<file path="config.mk">
export PLATFORM = sky130hd
export DESIGN_NAME = dual_issue_scheduler
export DESIGN_NICKNAME = d
export VERILOG_FILES = /design/src/rtl/sched_pkg.sv /design/src/rtl/ins_class_decode.sv /design/src/rtl/dual_issue_scheduler.sv
export SDC_FILE = /design/constraint.sdc
export NUM_CORES = 1
export LEC_CHECK = 0
export BUFFER_PORTS_ARGS = -buffer_cell sky130_fd_sc_hd__buf_2
export CAP_MARGIN = 30
export CORE_MARGIN = 2
export CORE_UTILIZATION = 44
export CTS_BUF_LIST = sky130_fd_sc_hd__clkbuf_4 sky130_fd_sc_hd__clkbuf_8
export DETAILED_ROUTE_END_ITERATION = 10
export PLACE_DENSITY = 0.87
export SLEW_MARGIN = 20
export SYNTH_ARGS = -nofsm -noshare
export SYNTH_HDL_FRONTEND = slang
export SYNTH_SLANG_ARGS = --single-unit
</file>
<file path="constraint.sdc">
create_clock -name clk -period 2.16 [get_ports clk]
set_input_delay 0.216 -clock clk [delete_from_list [all_inputs] [get_ports clk]]
set_output_delay 0.216 -clock clk [all_outputs]
set_load 0.03 [all_outputs]
</file>
<file path="src/rtl/sched_pkg.sv">
// Shared opcode constants, scheduler states and the per-slot decoded-instruction
// record used by the dual-issue scheduler and its slot decoders.
package sched_pkg;

    localparam logic [6:0] OPC_R      = 7'b0110011;
    localparam logic [6:0] OPC_IMM    = 7'b0010011;
    localparam logic [6:0] OPC_LOAD   = 7'b0000011;
    localparam logic [6:0] OPC_STORE  = 7'b0100011;
    localparam logic [6:0] OPC_BRANCH = 7'b1100011;
    localparam logic [6:0] OPC_JAL    = 7'b1101111;
    localparam logic [6:0] OPC_JALR   = 7'b1100111;
    localparam logic [6:0] OPC_LUI    = 7'b0110111;
    localparam logic [6:0] OPC_AUIPC  = 7'b0010111;

    typedef enum logic [1:0] {
        IDLE,
        ISSUE,
        BR_WAIT,
        FLUSH
    } sched_state_e;

    // uses_rs1/uses_rs2/writes_rd are already cleared for x0, so consumers
    // never need to special-case register zero.
    typedef struct packed {
        logic [4:0] rs1;
        logic [4:0] rs2;
        logic [4:0] rd;
        logic       uses_rs1;
        logic       uses_rs2;
        logic       writes_rd;
        logic       is_mem;
        logic       is_load;
        logic       is_ctrl;
    } dec_t;

    function automatic logic readsReg(input dec_t d, input logic [4:0] r);
        return (d.uses_rs1 && (d.rs1 == r)) || (d.uses_rs2 && (d.rs2 == r));
    endfunction

endpackage

</file>
<file path="src/rtl/ins_class_decode.sv">
// Combinational operand/class decoder for one issue slot; unknown opcodes
// decode as a NOP that reads and writes nothing.
module ins_class_decode
    import sched_pkg::*;
#(
    parameter int XLEN = 32
) (
    input  logic [XLEN-1:0] instr_i,
    output dec_t            dec_o
);

    logic [6:0] opcode;
    logic       rdRs1;
    logic       rdRs2;
    logic       wrRd;
    logic       unusedBits;

    assign opcode     = instr_i[6:0];
    assign unusedBits = ^{instr_i[XLEN-1:25], instr_i[14:12]};

    always_comb begin
        rdRs1        = 1'b0;
        rdRs2        = 1'b0;
        wrRd         = 1'b0;
        dec_o        = '0;
        unique case (opcode)
            OPC_R: begin
                rdRs1 = 1'b1;
                rdRs2 = 1'b1;
                wrRd  = 1'b1;
            end
            OPC_IMM, OPC_LOAD, OPC_JALR: begin
                rdRs1 = 1'b1;
                wrRd  = 1'b1;
            end
            OPC_STORE, OPC_BRANCH: begin
                rdRs1 = 1'b1;
                rdRs2 = 1'b1;
            end
            OPC_LUI, OPC_AUIPC, OPC_JAL: begin
                wrRd = 1'b1;
            end
            default: ;
        endcase

        dec_o.rs1       = instr_i[19:15];
        dec_o.rs2       = instr_i[24:20];
        dec_o.rd        = instr_i[11:7];
        dec_o.uses_rs1  = rdRs1 && (instr_i[19:15] != 5'd0);
        dec_o.uses_rs2  = rdRs2 && (instr_i[24:20] != 5'd0);
        dec_o.writes_rd = wrRd  && (instr_i[11:7]  != 5'd0);
        dec_o.is_load   = (opcode == OPC_LOAD);
        dec_o.is_mem    = (opcode == OPC_LOAD) || (opcode == OPC_STORE);
        dec_o.is_ctrl   = (opcode == OPC_BRANCH) || (opcode == OPC_JAL) ||
                          (opcode == OPC_JALR);
    end

endmodule

</file>
<file path="src/rtl/dual_issue_scheduler.sv">
// In-order 0/1/2-wide issue controller: pair hazard checks, a one-entry load
// scoreboard and a branch wait/flush sequence.
module dual_issue_scheduler
    import sched_pkg::*;
#(
    parameter int XLEN     = 32,
    parameter int LOAD_LAT = 2
) (
    input  logic            clk,
    input  logic            rst,
    input  logic [XLEN-1:0] instruction0,
    input  logic [XLEN-1:0] instruction1,
    input  logic            ins0_valid,
    input  logic            ins1_valid,
    input  logic            branch_resolved,
    input  logic            branch_taken,
    output logic            datapath_1_enable,
    output logic            datapath_2_enable,
    output logic            freeze1,
    output logic            freeze2,
    output logic [1:0]      consume,
    output logic            flush,
    output logic            load_busy
);

    sched_state_e state_q;
    logic [2:0]   loadCnt_q;
    logic [4:0]   loadRd_q;
    dec_t         dec0;
    dec_t         dec1;
    logic         loadPending;
    logic         hazard0;
    logic         hazard1;
    logic         pairOk;

    ins_class_decode #(.XLEN(XLEN)) uDecode0 (.instr_i(instruction0), .dec_o(dec0));
    ins_class_decode #(.XLEN(XLEN)) uDecode1 (.instr_i(instruction1), .dec_o(dec1));

    assign loadPending = (loadCnt_q != 3'd0);
    assign hazard0 = loadPending && (readsReg(dec0, loadRd_q) || dec0.is_load);
    assign hazard1 = loadPending && (readsReg(dec1, loadRd_q) || dec1.is_load);

    // Slot 1 may only pair with a non-control slot 0 and must stay off the
    // memory port and PC, which belong to datapath 1.
    assign pairOk = ins1_valid && !dec0.is_ctrl && !dec1.is_mem && !dec1.is_ctrl &&
                    !(dec0.writes_rd && readsReg(dec1, dec0.rd)) &&
                    !(dec0.writes_rd && dec1.writes_rd && (dec0.rd == dec1.rd)) &&
                    !hazard1;

    always_comb begin
        datapath_1_enable = 1'b0;
        datapath_2_enable = 1'b0;
        flush             = 1'b0;
        if (state_q == ISSUE) begin
            datapath_1_enable = ins0_valid && !hazard0;
            datapath_2_enable = datapath_1_enable && pairOk;
        end
        if (state_q == FLUSH) begin
            flush = 1'b1;
        end
    end

    assign freeze1   = !datapath_1_enable;
    assign freeze2   = !datapath_2_enable;
    assign consume   = {1'b0, datapath_1_enable} + {1'b0, datapath_2_enable};
    assign load_busy = (state_q != IDLE) && loadPending;

    // Loads in flight are older than any branch, so FLUSH leaves the counter alone.
    always_ff @(posedge clk or posedge rst) begin
        if (rst) begin
            state_q   <= IDLE;
            loadCnt_q <= 3'd0;
            loadRd_q  <= 5'd0;
        end else begin
            if (datapath_1_enable && dec0.is_load) begin
                loadCnt_q <= 3'(LOAD_LAT);
                loadRd_q  <= dec0.rd;
            end else if (loadPending) begin
                loadCnt_q <= loadCnt_q - 3'd1;
            end

            unique case (state_q)
                IDLE:    state_q <= ISSUE;
                ISSUE:   if (datapath_1_enable && dec0.is_ctrl) state_q <= BR_WAIT;
                BR_WAIT: if (branch_resolved) state_q <= branch_taken ? FLUSH : ISSUE;
                FLUSH:   state_q <= ISSUE;
                default: state_q <= IDLE;
            endcase
        end
    end

endmodule

</file>
== Word-level counts from Yosys, hierarchy flattened ==
Cells that the tools add are included.
Storage, ports and cells
  bits in latches: 0
  bits in writable memories: 0
  output and inout port bits: 8
  bits of input ports: 70
  flip-flop bits (word level): 10
  memories: 0
  ROM bits: 0
  word-level logic and storage cells: 115
Operators by class
  shift-type cells: 0
  reduce and logical (&&, ||, !) cells: 65
  multiply operators: 0
  multiplexer cells: 15
  order comparisons: 0
  add/subtract/negate cells: 2
  eq/ne operators: 30
  bitwise operators: 0
  divide/modulo/power cells: 0
Operator list (count)
  $eq A7 B6 Y1 const B: 6
  $eq A7 B7 Y1 const B: 6
  $eq A5 B5 Y1: 7
  $reduce_bool A5 Y1: 6
  $eq A7 B5 Y1 const B: 4
  $logic_and A1 B1 Y1: 28
  $eq A7 B2 Y1 const B: 2
  $reduce_or A7 Y1: 2
  $reduce_or A6 Y1: 2
  $logic_or A1 B1 Y1: 10
  $logic_not A1 Y1: 9
  $mux W1: 9
  $mux W2: 3
  $mux W3: 2
  $pmux W2 S3: 1
  $reduce_or A3 Y1: 2
  $eq A2 B2 Y1 const B: 2
  $reduce_bool A2 Y1: 2
  $reduce_bool A3 Y1: 1
  $sub A3 B1 Y3 const B: 1
  $add A1 B1 Y2: 1
  $eq A2 B1 Y1 const B: 1
  $logic_not A2 Y1: 1
  $ne A2 B1 Y1 const B: 1
  3 further kinds: 3

== Depth between registers and ports, before layout ==
  word-level depth: 14
  gate-level depth with buffers: 9
  mapped depth without buffers: 9

== Cells and area by module ==
Synthesis repeated with hierarchy kept, for this count alone.
Second synthesis, totals
  cell total of the unflattened synthesis: 177
  area, all modules: 1450.1 um^2
Modules (own cells, without submodules)
  dual_issue_scheduler: area each 952.2 um^2, cells an instance 105, times used 1, sequential area each 250.2 um^2
  ins_class_decode: area each 249.0 um^2, cells an instance 36, times used 2, sequential area each 0.0 um^2

== Worst setup path after synthesis ==
Ideal clock, no wire load.
  path type: reg2out
  start point: reg loadRd_q[4]
  end point: out consume[0]
  data arrival time: 2.943 ns
  cell stages (with the launch flop): 9
  required time: 1.944 ns
  setup slack: -0.999 ns
  path buffers: 1
  cells stage by stage: dfrtp_1 buf_6 nor4_2 o21ai_1 a2111oi_1 a21o_1 inv_2 nor3_1 ha_1
On the way
  elaborated cells on any way between the ends: 22
  those cells by class: 1 x add/sub; 4 x eq/ne; 2 x mux; 15 x reduce/logical
RTL lines
  start, declared: RTL line dual_issue_scheduler.sv:28  | logic [4:0] loadRd_q;
  start signal, assigned: RTL line dual_issue_scheduler.sv:77  | loadRd_q <= dec0.rd;
  $eq A5 B5 Y1: RTL line sched_pkg.sv:37  | return (d.uses_rs1 && (d.rs1 == r)) || (d.uses_rs2 && (d.rs2 == r));
  $logic_and A1 B1 Y1: RTL line sched_pkg.sv:37
  $logic_or A1 B1 Y1 *: RTL line sched_pkg.sv:37
  $logic_or A1 B1 Y1 *: RTL line dual_issue_scheduler.sv:40  | assign hazard0 = loadPending && (readsReg(dec0, loadRd_q) || dec0.is_load);
  $logic_and A1 B1 Y1 *: RTL line dual_issue_scheduler.sv:40
  $logic_not A1 Y1 *: RTL line dual_issue_scheduler.sv:55  | datapath_1_enable = ins0_valid && !hazard0;
  $logic_and A1 B1 Y1 *: RTL line dual_issue_scheduler.sv:55
  $mux W1 *: RTL line dual_issue_scheduler.sv:54  | if (state_q == ISSUE) begin
  via datapath_1_enable: RTL line dual_issue_scheduler.sv:17  | output logic datapath_1_enable,
  $add A1 B1 Y2 *: RTL line dual_issue_scheduler.sv:65  | assign consume = {1'b0, datapath_1_enable} + {1'b0, datapath_2_enable};
  end, declared: RTL line dual_issue_scheduler.sv:21  | output logic [1:0] consume,
The timed path passes the listed nets; every way through them passes the cells marked *.

== Final worst setup path ==
  start point: reg loadRd_q[4]
  end point: out consume[0]
On the way
  longest elaborated chain between the ends: 10
  elaborated cells on any way between the ends: 22
  those cells by class: 1 x add/sub; 4 x eq/ne; 2 x mux; 15 x reduce/logical
RTL lines
  $eq A5 B5 Y1: RTL line sched_pkg.sv:37
  $logic_and A1 B1 Y1: RTL line sched_pkg.sv:37
  $logic_or A1 B1 Y1: RTL line sched_pkg.sv:37
  $logic_or A1 B1 Y1 (on tied branches): RTL line dual_issue_scheduler.sv:40, dual_issue_scheduler.sv:41
  $logic_and A1 B1 Y1 (on tied branches): RTL line dual_issue_scheduler.sv:40, dual_issue_scheduler.sv:41
  $logic_not A1 Y1 (on tied branches): RTL line dual_issue_scheduler.sv:55, dual_issue_scheduler.sv:48
  $logic_and A1 B1 Y1 (on tied branches): RTL line dual_issue_scheduler.sv:55, dual_issue_scheduler.sv:47
  $logic_and A1 B1 Y1: RTL line dual_issue_scheduler.sv:56  | datapath_2_enable = datapath_1_enable && pairOk;
  $mux W1: RTL line dual_issue_scheduler.sv:54
  $add A1 B1 Y2 *: RTL line dual_issue_scheduler.sv:65
Every way passes the cells marked *; elsewhere a longest branch is shown, timed or not.

==> summary.txt <==
Logic synthesis
  • Synth area leader: dfrtp_1
  • Synth Flop Type: dfrtp_1
  • Syn Nets: approximately 220
  • Sequential share of the synthesized area: 0.206
  • Mapped Area: 1210 µm²
  • Synth cell types: 47
  • Cells after Synth: roughly 150
  • Area share of the largest cell type after synthesis: 0.206
  • YS warnings: 0
  • Post-synth EDFFs: 0
  • Most frequent cells after synthesis: xnor2_1, nor2_1, dfrtp_1, nand2_1, xor2_1
  • Top cells by area, synth: dfrtp_1, xnor2_1, xor2_1
  • Most numerous cell in the Yosys netlist: xnor2_1
  • Register bit total from synthesis: 10
  • Async S/R FF share, synth: 1.00
  • Syn_area_per_cell: around 8.2 µm²

Worst setup path
  • Worst Path Required: roughly 1.9 ns
  • Critical path class: reg2out
  • Reg2reg path depth: 7
  • Endpoint type of the worst setup path: primary output
  • Setup crit start kind: flip-flop
  • Critical Path AT: between 2 and 2.5 ns
  • Max FO, Critical Path: 4

Min path
  • Hold crit path type: in2reg
  • Hold Path Depth: 2

Drt
  • Post-route ant nets: 0
  • Total number of vias: about 1400
  • Final WL: about 3400 µm
  • Routed vias/inst: between 5 and 6
  • Number of detailed-route iterations in the first pass: 4
  • # DRC: 0
  • Initial DRC Count: 29
  • WL/cell: between 10 and 15 µm

Status
  • Violated checks: setup timing
  • Status: complete, but fails checks

GRT
  • Initial antenna violation count: 0
  • Total grt overflow: 0
  • Number of global-route vias before repair: 1300
  • GRT Resource Usage Total: 0.220
  • Largest net degree at the start of global routing: 11
  • First-pass GRT wire length: approximately 5600 µm

Timing
  • Achievable Freq: approximately 410 MHz
  • Actual slew at the worst max-slew pin: about 0.5 ns
  • Slew Limit Fails: 0
  • Worst Skew: ~0.0058 ns
  • Final worst path period need: 2.42 ns
  • Final Setup Violations: 5
  • RSZ-0062 raised after global routing: yes
  • Fin. Hold Viols: 0
  • Max_slew headroom: 0.661
  • Final setup margin: -0.263 ns
  • Fin crit share: 1.12

Clocking
  • TritonCTS buffer count: 3
  • CTS Buffer Depth: 2
  • Clk_lat worst skew: about 0.27 ns
  • CTS tree: done
  • Clock sinks: 10
  • Clk root buf: clkbuf_4
  • CTS H-tree depth: 1
  • Clock-pin slew on the worst setup and hold paths: ~0.07 ns

Cells and area
  • Layout cells sized above 1: 0.461
  • Antenna cells: 0
  • Layout fillers: 230
  • Nets: between 300 and 400
  • Area delta synth->final: 49.9%
  • Final core occ: 0.678
  • Sequential Area: ~250 µm²
  • Area of the multi-input gates: about 950 µm²

Placement
  • Port buffer count: between 50 and 60
  • Pre-CTS setup slack: -0.134 ns
  • HPWL Detailed: 2890 µm
  • GP Congestion: ~0.93

Floorplan
  • Die height: about 57 µm
  • # IOs: 78
  • Initial Utilization: 0.452
  • Die width: around 57 µm
  • Rows: 19
  • Die area: 3200 µm²
  • Core Box Area: around 2700 µm²

Power
  • Reg power frac: 0.254
  • Combinational share of power: 0.572
  • Net switching power: 372 µW
  • Worst VDD drop: around 530 µV
  • Pwr/cell area: between 500 and 600 nW/µm²
  • P_int: about 620 µW
  • Switching share of power: 0.376
  • Clock network fraction of design power: 0.174
  • LEAKAGE: 0.000845 µW

Flow run
  • Total of max-cap violations: 0
[power by group through the flow]
stage | combinational (µW) | clock [µW] | sequential (µW)
2_1_floorplan | 322 | 0 | 243
6_report | 565 | 172 | 251
3_5_place_dp | 511 | 0 | 255
5_1_grt | 624 | 190 | 254
3_3_place_gp | 488 | 0 | 253
4_1_cts | 539 | 176 | 251
[sequential cells by signal (all words and copies together) (netlist names)]
signal / cells
loadRd_q: 5
loadCnt_q: 3
state_q: 2
[layout make-up]
class                           count  share of cell area
Clock buffer                        4              0.0199
Inverter                            8              0.0192
Multi-Input combinational cell    124               0.523
Sequential cell                    10               0.138
Tap cell                           31              0.0213
Timing Repair Buffer               82               0.278
[stage by stage]
stage	power [µW]	TNS (ns)	std cells	hold slack (ns)	area, µm²
final	988	-0.812	259	0.185	1820
after global routing	1070	-1.32	259	0.177	1820
after CTS	965	-0.939	259	0.176	1810
after detailed placement	766	-0.259	254	0.219	1710
after global placement	742	-0.184	254	0.201	1710
after floorplan	565	-0.669	148	0.0562	1240
[layer usage]
metal	wire length, µm	global-route usage	up-vias
met3	176	0.0415	4
met4	43	0.0544	0
li1	-	-	692
met2	1780	0.399	45
met5	0	0	-
met1	1360	0.265	632
[cells in the final DEF, fill, tap and decap left out, types with 3 or more instances in the layout]
cell	synthesis	routed
nor2_1	15	15
inv_1	7	7
xnor2_1	24	24
buf_6	1	5
nand2b_1	3	3
nand2_1	10	10
buf_2	1	52
nand3_1	5	5
xor2_1	9	9
mux2_2	6	6
a21oi_1	5	5
buf_4	2	24
clkbuf_4	0	3
dfrtp_1	10	9
[what timing repair did]
| item | 4_1_cts | 5_1_grt |
|---|---|---|
| setup endpoints to repair | 6 | 6 |
| setup buffers | 1 | 0 |
| endpoints found under the hold margin | 10 | 0 |
| hold buffers | 1 | 0 |
| pin swaps | 1 | 2 |
| gates resized for setup | 14 | 3 |
[cell families after synthesis]
logic type,share of synthesized area
AOI/OAI and AO/OA,0.154
adders and majority gates,0.0309
and+or+nand+nor,0.259
DFF,0.206
muxes,0.0556
buffers and inverters,0.0566
xor gates and xnor gates,0.238
[worst max-delay path: stages, from the launching register on]
cell and delay [ns]:
dfrtp_1 0.42, nor4_2 0.27, o21ai_1 0.10, a2111oi_1 0.34, a21o_2 0.25, inv_6 0.04
nor3_4 0.15, ha_4 0.23, buf_6 0.13
[worst paths after layout]
kind                                      start      endpoint  slack (ns)
worst min register to register     loadCnt_q[2]  loadCnt_q[2]        0.58
max in group asynchronous                   rst   loadRd_q[3]        1.39
worst max register to register     loadCnt_q[0]   loadRd_q[3]        0.27
worst min-delay path            branch_resolved    state_q[0]        0.18
min in group asynchronous                   rst   loadRd_q[4]        0.47
worst max-delay path                loadRd_q[4]    consume[0]       -0.26
(Power assumes the default switching activity.)
